$ cat src/rtl/magnitude_stats.sv
// magnitude_stats: running statistics over the 8-bit magnitude stream.
// Tracks min/max since the last clear, the mean of each 2^WIN_LOG2-sample
// window and a saturating over-threshold count, and presents the statistic
// chosen by sel on a registered output. Pulses report threshold crossings
// and window completion one cycle after the triggering sample.
module magnitude_stats #(
    parameter int W        = 8,
    parameter int WIN_LOG2 = 3
) (
    input  logic             clk,
    input  logic             rst_n,
    input  logic [W-1:0]     mag_in,
    input  logic             mag_valid,
    input  logic             clear,
    input  logic [W-1:0]     thresh,
    input  logic [1:0]       sel,
    output logic [W-1:0]     stat_out,
    output logic             over_flag,
    output logic             win_done
);

    localparam int AW = W + WIN_LOG2;

    typedef enum logic [0:0] {
        ST_EMPTY = 1'b0,
        ST_RUN   = 1'b1
    } state_t;

    state_t                state_q, state_d;
    logic [W-1:0]          min_q, min_d;
    logic [W-1:0]          max_q, max_d;
    logic [W-1:0]          avg_q, avg_d;
    logic [AW-1:0]         acc_q, acc_d;
    logic [WIN_LOG2-1:0]   cnt_q, cnt_d;
    logic [W-1:0]          over_cnt_q, over_cnt_d;
    logic [W-1:0]          stat_out_q, stat_out_d;
    logic                  over_flag_q, over_flag_d;
    logic                  win_done_q, win_done_d;

    // A sample only counts when clear is not asserted alongside it.
    logic                  accept_s;
    logic [AW-1:0]         acc_sum_s;

    assign accept_s  = mag_valid & ~clear;
    assign acc_sum_s = acc_q + {{WIN_LOG2{1'b0}}, mag_in};

    // State register and all statistic / output flops.
    always_ff @(posedge clk or negedge rst_n) begin
        if (!rst_n) begin
            state_q     <= ST_EMPTY;
            min_q       <= {W{1'b0}};
            max_q       <= {W{1'b0}};
            avg_q       <= {W{1'b0}};
            acc_q       <= {AW{1'b0}};
            cnt_q       <= {WIN_LOG2{1'b0}};
            over_cnt_q  <= {W{1'b0}};
            stat_out_q  <= {W{1'b0}};
            over_flag_q <= 1'b0;
            win_done_q  <= 1'b0;
        end else begin
            state_q     <= state_d;
            min_q       <= min_d;
            max_q       <= max_d;
            avg_q       <= avg_d;
            acc_q       <= acc_d;
            cnt_q       <= cnt_d;
            over_cnt_q  <= over_cnt_d;
            stat_out_q  <= stat_out_d;
            over_flag_q <= over_flag_d;
            win_done_q  <= win_done_d;
        end
    end

    // Next-state: first accepted sample leaves EMPTY, clear returns to it.
    always_comb begin
        state_d = state_q;
        case (state_q)
            ST_EMPTY: begin
                if (accept_s) state_d = ST_RUN;
                else          state_d = ST_EMPTY;
            end
            ST_RUN: begin
                if (clear) state_d = ST_EMPTY;
                else       state_d = ST_RUN;
            end
            default: state_d = ST_EMPTY;
        endcase
    end

    // Statistic updates and pulse generation for the current cycle.
    always_comb begin
        min_d       = min_q;
        max_d       = max_q;
        avg_d       = avg_q;
        acc_d       = acc_q;
        cnt_d       = cnt_q;
        over_cnt_d  = over_cnt_q;
        over_flag_d = 1'b0;
        win_done_d  = 1'b0;
        if (clear) begin
            min_d      = {W{1'b0}};
            max_d      = {W{1'b0}};
            avg_d      = {W{1'b0}};
            acc_d      = {AW{1'b0}};
            cnt_d      = {WIN_LOG2{1'b0}};
            over_cnt_d = {W{1'b0}};
        end else if (mag_valid) begin
            // EMPTY seeds min/max directly; otherwise compare.
            if (state_q == ST_EMPTY) begin
                min_d = mag_in;
                max_d = mag_in;
            end else begin
                if (mag_in < min_q) min_d = mag_in;
                else                min_d = min_q;
                if (mag_in > max_q) max_d = mag_in;
                else                max_d = max_q;
            end
            // Last sample of a window closes it; acc is wide enough not to wrap.
            if (cnt_q == {WIN_LOG2{1'b1}}) begin
                avg_d      = acc_sum_s[AW-1:WIN_LOG2];
                acc_d      = {AW{1'b0}};
                cnt_d      = {WIN_LOG2{1'b0}};
                win_done_d = 1'b1;
            end else begin
                acc_d = acc_sum_s;
                cnt_d = cnt_q + WIN_LOG2'(1);
            end
            // Strictly greater than thresh counts as over.
            if (mag_in > thresh) begin
                over_flag_d = 1'b1;
                if (over_cnt_q != {W{1'b1}}) over_cnt_d = over_cnt_q + W'(1);
                else                         over_cnt_d = over_cnt_q;
            end else begin
                over_flag_d = 1'b0;
            end
        end else begin
            over_flag_d = 1'b0;
        end
    end

    // Output mux samples the registered statistics, adding one cycle of latency.
    always_comb begin
        stat_out_d = {W{1'b0}};
        case (sel)
            2'b00:   stat_out_d = min_q;
            2'b01:   stat_out_d = max_q;
            2'b10:   stat_out_d = avg_q;
            2'b11:   stat_out_d = over_cnt_q;
            default: stat_out_d = {W{1'b0}};
        endcase
    end

    assign stat_out  = stat_out_q;
    assign over_flag = over_flag_q;
    assign win_done  = win_done_q;

endmodule
$ cat config.mk
export PLATFORM = sky130hd
export DESIGN_NAME = magnitude_stats
export DESIGN_NICKNAME = d
export VERILOG_FILES = /design/src/rtl/magnitude_stats.sv
export SDC_FILE = /design/constraint.sdc
export NUM_CORES = 1
export LEC_CHECK = 0
export CAP_MARGIN = 20
export CORE_MARGIN = 2
export CORE_UTILIZATION = 58
export DETAILED_ROUTE_END_ITERATION = 10
export MAX_ROUTING_LAYER = met4
export PLACE_DENSITY = 0.91
export SYNTH_ARGS = -nofsm -noshare
export SYNTH_HDL_FRONTEND = slang
export SYNTH_SLANG_ARGS = --single-unit
$ cat constraint.sdc
create_clock -name clk -period 2.5 [get_ports clk]
set_input_delay 0.375 -clock clk [delete_from_list [all_inputs] [get_ports clk]]
set_output_delay 0.375 -clock clk [all_outputs]
set_load 0.01 [all_outputs]
==> results of run 1 <==
state kept, by name, summed over array words and instances, names as in the netlist:
signal and flops:
acc_q 11, over_cnt_q 8, stat_out 8, max_q 8
over_flag 1, min_q 8, avg_q 8, cnt_q 3
state_q 1, win_done 1
report_power, final:
part,switching [mW],total (mW),internal (mW)
Combinational,0.296,0.566,0.270
Sequential,0.0442,1.02,0.979
Clock,0.378,1.14,0.759
Total,0.718,2.73,2.01
cells by family (layout without fill, tap and decap cells):
logic type	count (synthesis)	after routing	share of synthesized area, %
AND/OR/NAND/NOR	89	89	12.8
AO/OA/AOI/OAI	84	84	15.9
flip-flops	57	57	42.0
buffers and inverters	38	113	4.67
adder cells (fa/ha/maj)	35	35	13.1
multiplexers	20	20	9.02
XOR/XNOR	10	10	2.58
routing by layer:
layer | vias up | wire (um) | track usage [%]
met1 | 1468 | 3560 | 36.9
met4 | 0 | 277 | 12.4
met2 | 124 | 4680 | 55.3
met5 | - | 0 | -
li1 | 1334 | - | -
met3 | 28 | 570 | 8.88
layout by cell type (no fill, tap or decap), types with 5 or more instances in the layout:
master / n
a21o_1: 7
a21oi_1: 26
a22o_1: 5
buf_4: 38
clkbuf_8: 9
clkdlybuf4s50_1: 30
dfrtp_1: 57
ha_1: 34
inv_1: 28
mux2i_1: 10
mux4_2: 8
nand2_1: 26
nand2b_1: 10
nand3_1: 10
nand4_1: 7
nor2_1: 20
o21ai_0: 20
xnor2_1: 7
how the worst max path moves through the flow:
stage / cells past startpoint / slack [ns] / startpoint / to
6_report: 9 / 0.13 / mag_in[5] / max_q[2]
5_1_grt: 9 / 0.003 / mag_in[5] / max_q[2]
4_1_cts: 9 / 0.08 / mag_in[0] / avg_q[3]
3_5_place_dp: 9 / -0.22 / mag_in[0] / acc_q[10]
3_3_place_gp: 9 / -0.13 / mag_in[0] / acc_q[10]
2_1_floorplan: 8 / 0.49 / mag_in[1] / max_q[6]
final cells by class:
| cell class | instances | area share (%) |
|---|---|---|
| multi-input cells | 238 | 42.5 |
| flip-flops and latches | 57 | 33.2 |
| repair buffers | 69 | 13.7 |
| clock inverters | 6 | 3.03 |
| clock buffers | 10 | 2.97 |
| inverters | 28 | 2.45 |
| well taps | 72 | 2.10 |
stage by stage:
| stage | cells | hold slack (ns) | setup TNS, ns |
|---|---|---|---|
| finish | 480 | 0.0690 | 0 |
| global route | 480 | 0.134 | 0 |
| CTS | 480 | 0.0883 | 0 |
| detailed placement | 464 | 0.460 | -3.34 |
| global placement | 464 | 0.445 | -1.44 |
| floorplan | 333 | 0.0794 | 0 |
worst max-delay path: stages:
cell             delay (ns)
clkdlybuf4s50_1        0.47
buf_4                  0.17
ha_1                   0.30
a21o_1                 0.16
a21o_1                 0.17
a2111oi_0              0.35
or3_1                  0.22
buf_4                  0.19
mux2i_1                0.23
==> results.py, run 1 <==
metrics = {
    "cts": {
        "cts-root-buf": "clkbuf_8",
        "post_cts_resized": 0,
        "htreeDepth": 3,
        "cts_buffer_depth": 2,
        "cts_sinks": 57,
        "postCtsSetupBuffers": 0,
        "path_clk_slew_ns": 0.07,
        "cts_tree": "done",
        "clkLatencyLatePin_ns": 0.35,
        "cts_inserted_buffers": 9,
        "ctsHoldBuffers": 0,
    },
    "critical_path": {
        "arrival_ns": 2.63,
        "crit_path_end_kind": "flop",
        "crit_type": "input pin to flop",
        "reg2reg_from": "max_q[5]",
        "r2r_end": "max_q[2]",
        "cp_max_fo": 6,
        "start_kind": "input pin",
        "rrSetupSlack_ns": 0.29,
        "ff2ff_path_depth": 8,
        "worstPathRequired_ns": 2.76,
    },
    "sta": {
        "fin_worst_skew_ns": 0.00722,
        "fmax_mhz": 422,
        "fin_ws_ns": 0.129,
        "max_slew_margin_pct": 53.3,
        "hold_violations": 0,
        "maxSlewViolCount": 0,
        "final.period_utilization_pct": 94.8,
        "worst_pin_slew_ns": 0.701,
        "setup_viol": 0,
        "rsz0062_at_grt": "false",
        "fin_crit_ns": 2.37,
    },
    "flow_run": {
        "cap_violations": 0,
    },
    "pwr": {
        "leakagePower_nw": 2.02,
        "peakVddDrop_uv": 520,
        "p_per_area_mw_per_mm2": 635,
        "total_power_mw": 2.73,
    },
    "synthesis": {
        "synthCells": 333,
        "synthArstFlopShare_pct": 100,
        "synth_edf_count": 0,
        "synth_top_area_cell": "dfrtp_1",
        "yosysWarnings": 0,
        "yosysMostFrequentCell": "dfrtp_1",
        "syn-mean-instance-area_um2": 10.2,
        "netlist_area_mm2": 0.00340,
        "ys_ff_latch": 57,
        "yosys-top-cells-area": "dfrtp_1 (42%), ha_1 (13%), mux4_2 (5.3%)",
        "yosysSeqAreaShare_pct": 42.0,
        "yosysTopAreaCellShare_pct": 42.0,
        "synthDistinctLibCells": 43,
        "ys_top_cells_by_count": "dfrtp_1 (57), ha_1 (34), inv_1 (28), a21oi_1 (26), nand2_1 (26)",
        "synthesis.nets": 390,
        "synth_ff_type": "dfrtp_1",
    },
    "drt": {
        "drt_iter0_drc": 302,
        "avgViaCountPerCell": 6.15,
        "vias": 2954,
        "drc": 0,
        "ant_nets": 0,
        "wl_um": 9080,
        "dr.pass1.iters": 4,
        "drt-wirelength-per-cell_um": 18.9,
    },
    "die": {
        "dieHeight_um": 80.6,
        "initial_core_util_pct": 61.0,
        "die_w_um": 80.6,
        "ios": 32,
        "fp.dieArea_mm2": 0.00649,
        "row_count": 27,
        "core_mm2": 0.00557,
    },
    "global_route": {
        "grt_max_degree": 33,
        "grt_pass1_vias": 3063,
        "grt_use_total_pct": 32.6,
        "overflow": 0,
        "antenna_found_initial": 0,
        "grt_pass1_wl_um": 15100,
    },
    "layout": {
        "antennaDiodeCount": 0,
        "drive_above_1_share_pct": 16.9,
        "nets": 460,
        "multi_input_area_mm2": 0.00183,
        "utilization_pct": 77.1,
        "ff_latch_area_mm2": 0.00143,
        "area_growth_pct": 26.4,
        "fin_area_mm2": 0.00430,
        "fillers": 365,
    },
    "placed_design": {
        "dp_hpwl_um": 6520,
        "post_dp_cell_area_mm2": 0.00403,
        "dp_slack_ns": -0.218,
        "place.gp.congestion": 0.915,
        "numPortBuffers": 31,
    },
    "run_status": {
        "status": "finished, final reports clean",
    },
    "worst_hold_path": {
        "min_path_type": "input pin to async pin",
    },
}
Note: power is estimated with default switching activity, not from simulation.
==> inputs of run 2 (changes only) <==
--- a/config.mk
+++ b/config.mk
@@ -5,12 +5,13 @@
 export SDC_FILE = /design/constraint.sdc
 export NUM_CORES = 1
 export LEC_CHECK = 0
+export ABC_CLOCK_PERIOD_IN_PS = 2500
 export CAP_MARGIN = 20
 export CORE_MARGIN = 2
-export CORE_UTILIZATION = 58
+export CORE_UTILIZATION = 35
 export DETAILED_ROUTE_END_ITERATION = 10
 export MAX_ROUTING_LAYER = met4
-export PLACE_DENSITY = 0.91
+export PLACE_DENSITY = 0.63
 export SYNTH_ARGS = -nofsm -noshare
 export SYNTH_HDL_FRONTEND = slang
 export SYNTH_SLANG_ARGS = --single-unit
==> run 2 against run 1 <==
  * Largest cell class unchanged
  * Largest power group is now registers
  * Worst setup slack better by 0.050 ns
  * Global-route usage down 14 points
  * Critical path type unchanged
  * First-iteration DRC count is 56% lower
  * Final area up 1.2%
  * Highest routed layer unchanged
  * Combinational power fell by 2%
  * Critical endpoint is now avg_q[1]
  * Sequential share of layout area down 0.39 points
==> results.py, run 2 (same netlist as run 1, synthesis figures left out) <==
metrics = {
    "run_status": {
        "status": "finished, final reports clean",
    },
    "cts": {
        "ctsHoldBuffers": 0,
        "cts_tree": "done",
        "htreeDepth": 3,
        "cts-root-buf": "clkbuf_8",
        "cts_sinks": 57,
        "post_cts_resized": 0,
        "path_clk_slew_ns": 0.07,
        "postCtsSetupBuffers": 0,
        "cts_inserted_buffers": 9,
        "clkLatencyLatePin_ns": 0.34,
        "cts_buffer_depth": 2,
    },
    "placed_design": {
        "dp_hpwl_um": 6730,
        "numPortBuffers": 31,
        "place_inst": 525,
        "place.gp.congestion": 0.856,
        "dp_slack_ns": -0.155,
        "post_dp_cell_area_mm2": 0.00413,
    },
    "layout": {
        "drive_above_1_share_pct": 17.5,
        "fin_area_mm2": 0.00435,
        "regMostFlops": "acc_q",
        "nets": 464,
        "area_growth_pct": 27.9,
        "fillers": 881,
        "antennaDiodeCount": 0,
        "final_cell_mix": "dfrtp_1 (57), buf_4 (42), ha_1 (34), clkdlybuf4s50_1 (30), inv_1 (28)",
        "final_common_cell": "dfrtp_1",
        "largest_reg_flops": 11,
        "stdcell_count": 541,
    },
    "critical_path": {
        "path_delay_family": "buffers and inverters",
        "max_stage_delay_ns": 0.48,
        "crit_slowest_cell": "clkdlybuf4s50_1",
        "r2r_end": "avg_q[1]",
        "crit_path_end_kind": "flop",
        "arrival_ns": 2.55,
        "cp_max_fo": 4,
        "worstPathCellList": "clkdlybuf4s50_1, buf_4, fa_1, buf_4, a21o_1, a21oi_1, xor2_1, nor2_1, a21oi_1, nor2_1",
        "crit_buf_inv": 3,
        "reg2reg_from": "acc_q[0]",
        "rrSetupSlack_ns": 0.33,
        "ff2ff_path_depth": 9,
        "worstPathRequired_ns": 2.73,
        "start_kind": "input pin",
        "crit_type": "input pin to flop",
    },
    "pwr": {
        "total_power_mw": 2.54,
        "leakagePower_nw": 2.02,
        "peakVddDrop_uv": 276,
        "p_per_area_mw_per_mm2": 585,
    },
    "sta": {
        "setup_viol": 0,
        "hold-worst-slack_ns": 0.150,
        "hold_violations": 0,
        "rsz0062_at_grt": "false",
        "fmax_mhz": 431,
        "fin_worst_skew_ns": 0.0131,
        "fin_ws_ns": 0.179,
        "final.period_utilization_pct": 92.9,
        "max_slew_margin_pct": 50.3,
        "worst_pin_slew_ns": 0.746,
        "fin_crit_ns": 2.32,
        "maxSlewViolCount": 0,
    },
    "drt": {
        "wl_um": 8740,
        "drt-wirelength-per-cell_um": 16.2,
        "dr.pass1.iters": 4,
        "drc": 0,
        "avgViaCountPerCell": 5.09,
        "vias": 2753,
        "ant_nets": 0,
        "drt_iter0_drc": 134,
    },
    "die": {
        "dieHeight_um": 103,
        "die_w_um": 103,
        "row_count": 35,
        "core_mm2": 0.00933,
        "ios": 32,
        "fp.dieArea_mm2": 0.0105,
        "initial_core_util_pct": 36.4,
    },
    "global_route": {
        "overflow": 0,
        "grt_use_total_pct": 19.0,
        "antenna_found_initial": 0,
        "grt_util_met3_pct": 4.07,
        "grt_pass1_vias": 2880,
        "grt_use_met2_pct": 31.7,
        "met1_usage_pct": 22.8,
        "grt_max_degree": 58,
        "grt_pass1_wl_um": 14500,
        "grt.busiest_layer": "met2",
    },
    "flow_run": {
        "cap_violations": 0,
    },
    "worst_hold_path": {
        "min_path_type": "input pin to async pin",
    },
}
[run 2: report_power, final]
group	internal, mW	total, mW	switching (mW)
Clock	0.587	0.968	0.381
Combinational	0.272	0.554	0.282
Sequential	0.978	1.02	0.0434
Total	1.84	2.54	0.706
[run 2: how the worst max path moves through the flow]
stage / from / to / slack (ns) / depth (start not counted)
3_5_place_dp: mag_in[0] / acc_q[10] / -0.16 / 9
3_3_place_gp: mag_in[5] / max_q[6] / -0.12 / 8
4_1_cts: mag_in[1] / avg_q[1] / 0.18 / 10
5_1_grt: mag_in[0] / avg_q[1] / 0.04 / 10
2_1_floorplan: mag_in[1] / max_q[6] / 0.49 / 8
6_report: mag_in[1] / avg_q[1] / 0.18 / 10
[run 2: cell type report]
class | instances | area, um2 | share of cell area, %
multi-input cells | 238 | 1810 | 41.7
clock buffers | 11 | 141 | 3.25
clock inverters | 5 | 78.8 | 1.81
repair buffers | 73 | 621 | 14.3
well taps | 129 | 161 | 3.71
flip-flops and latches | 57 | 1430 | 32.8
inverters | 28 | 105 | 2.42
[run 2: layer usage]
metal	wire, um	up-vias
met5	0	-
met4	138	0
met3	390	13
met2	4400	63
met1	3820	1334
li1	-	1343
[run 2: through the flow]
stage          setup TNS [ns]  utilization [%]
2_1_floorplan               0                -
3_3_place_gp            -2.01             44.3
3_5_place_dp            -2.42             44.3
4_1_cts                     0             46.6
5_1_grt                     0             46.6
6_report                    0             46.6
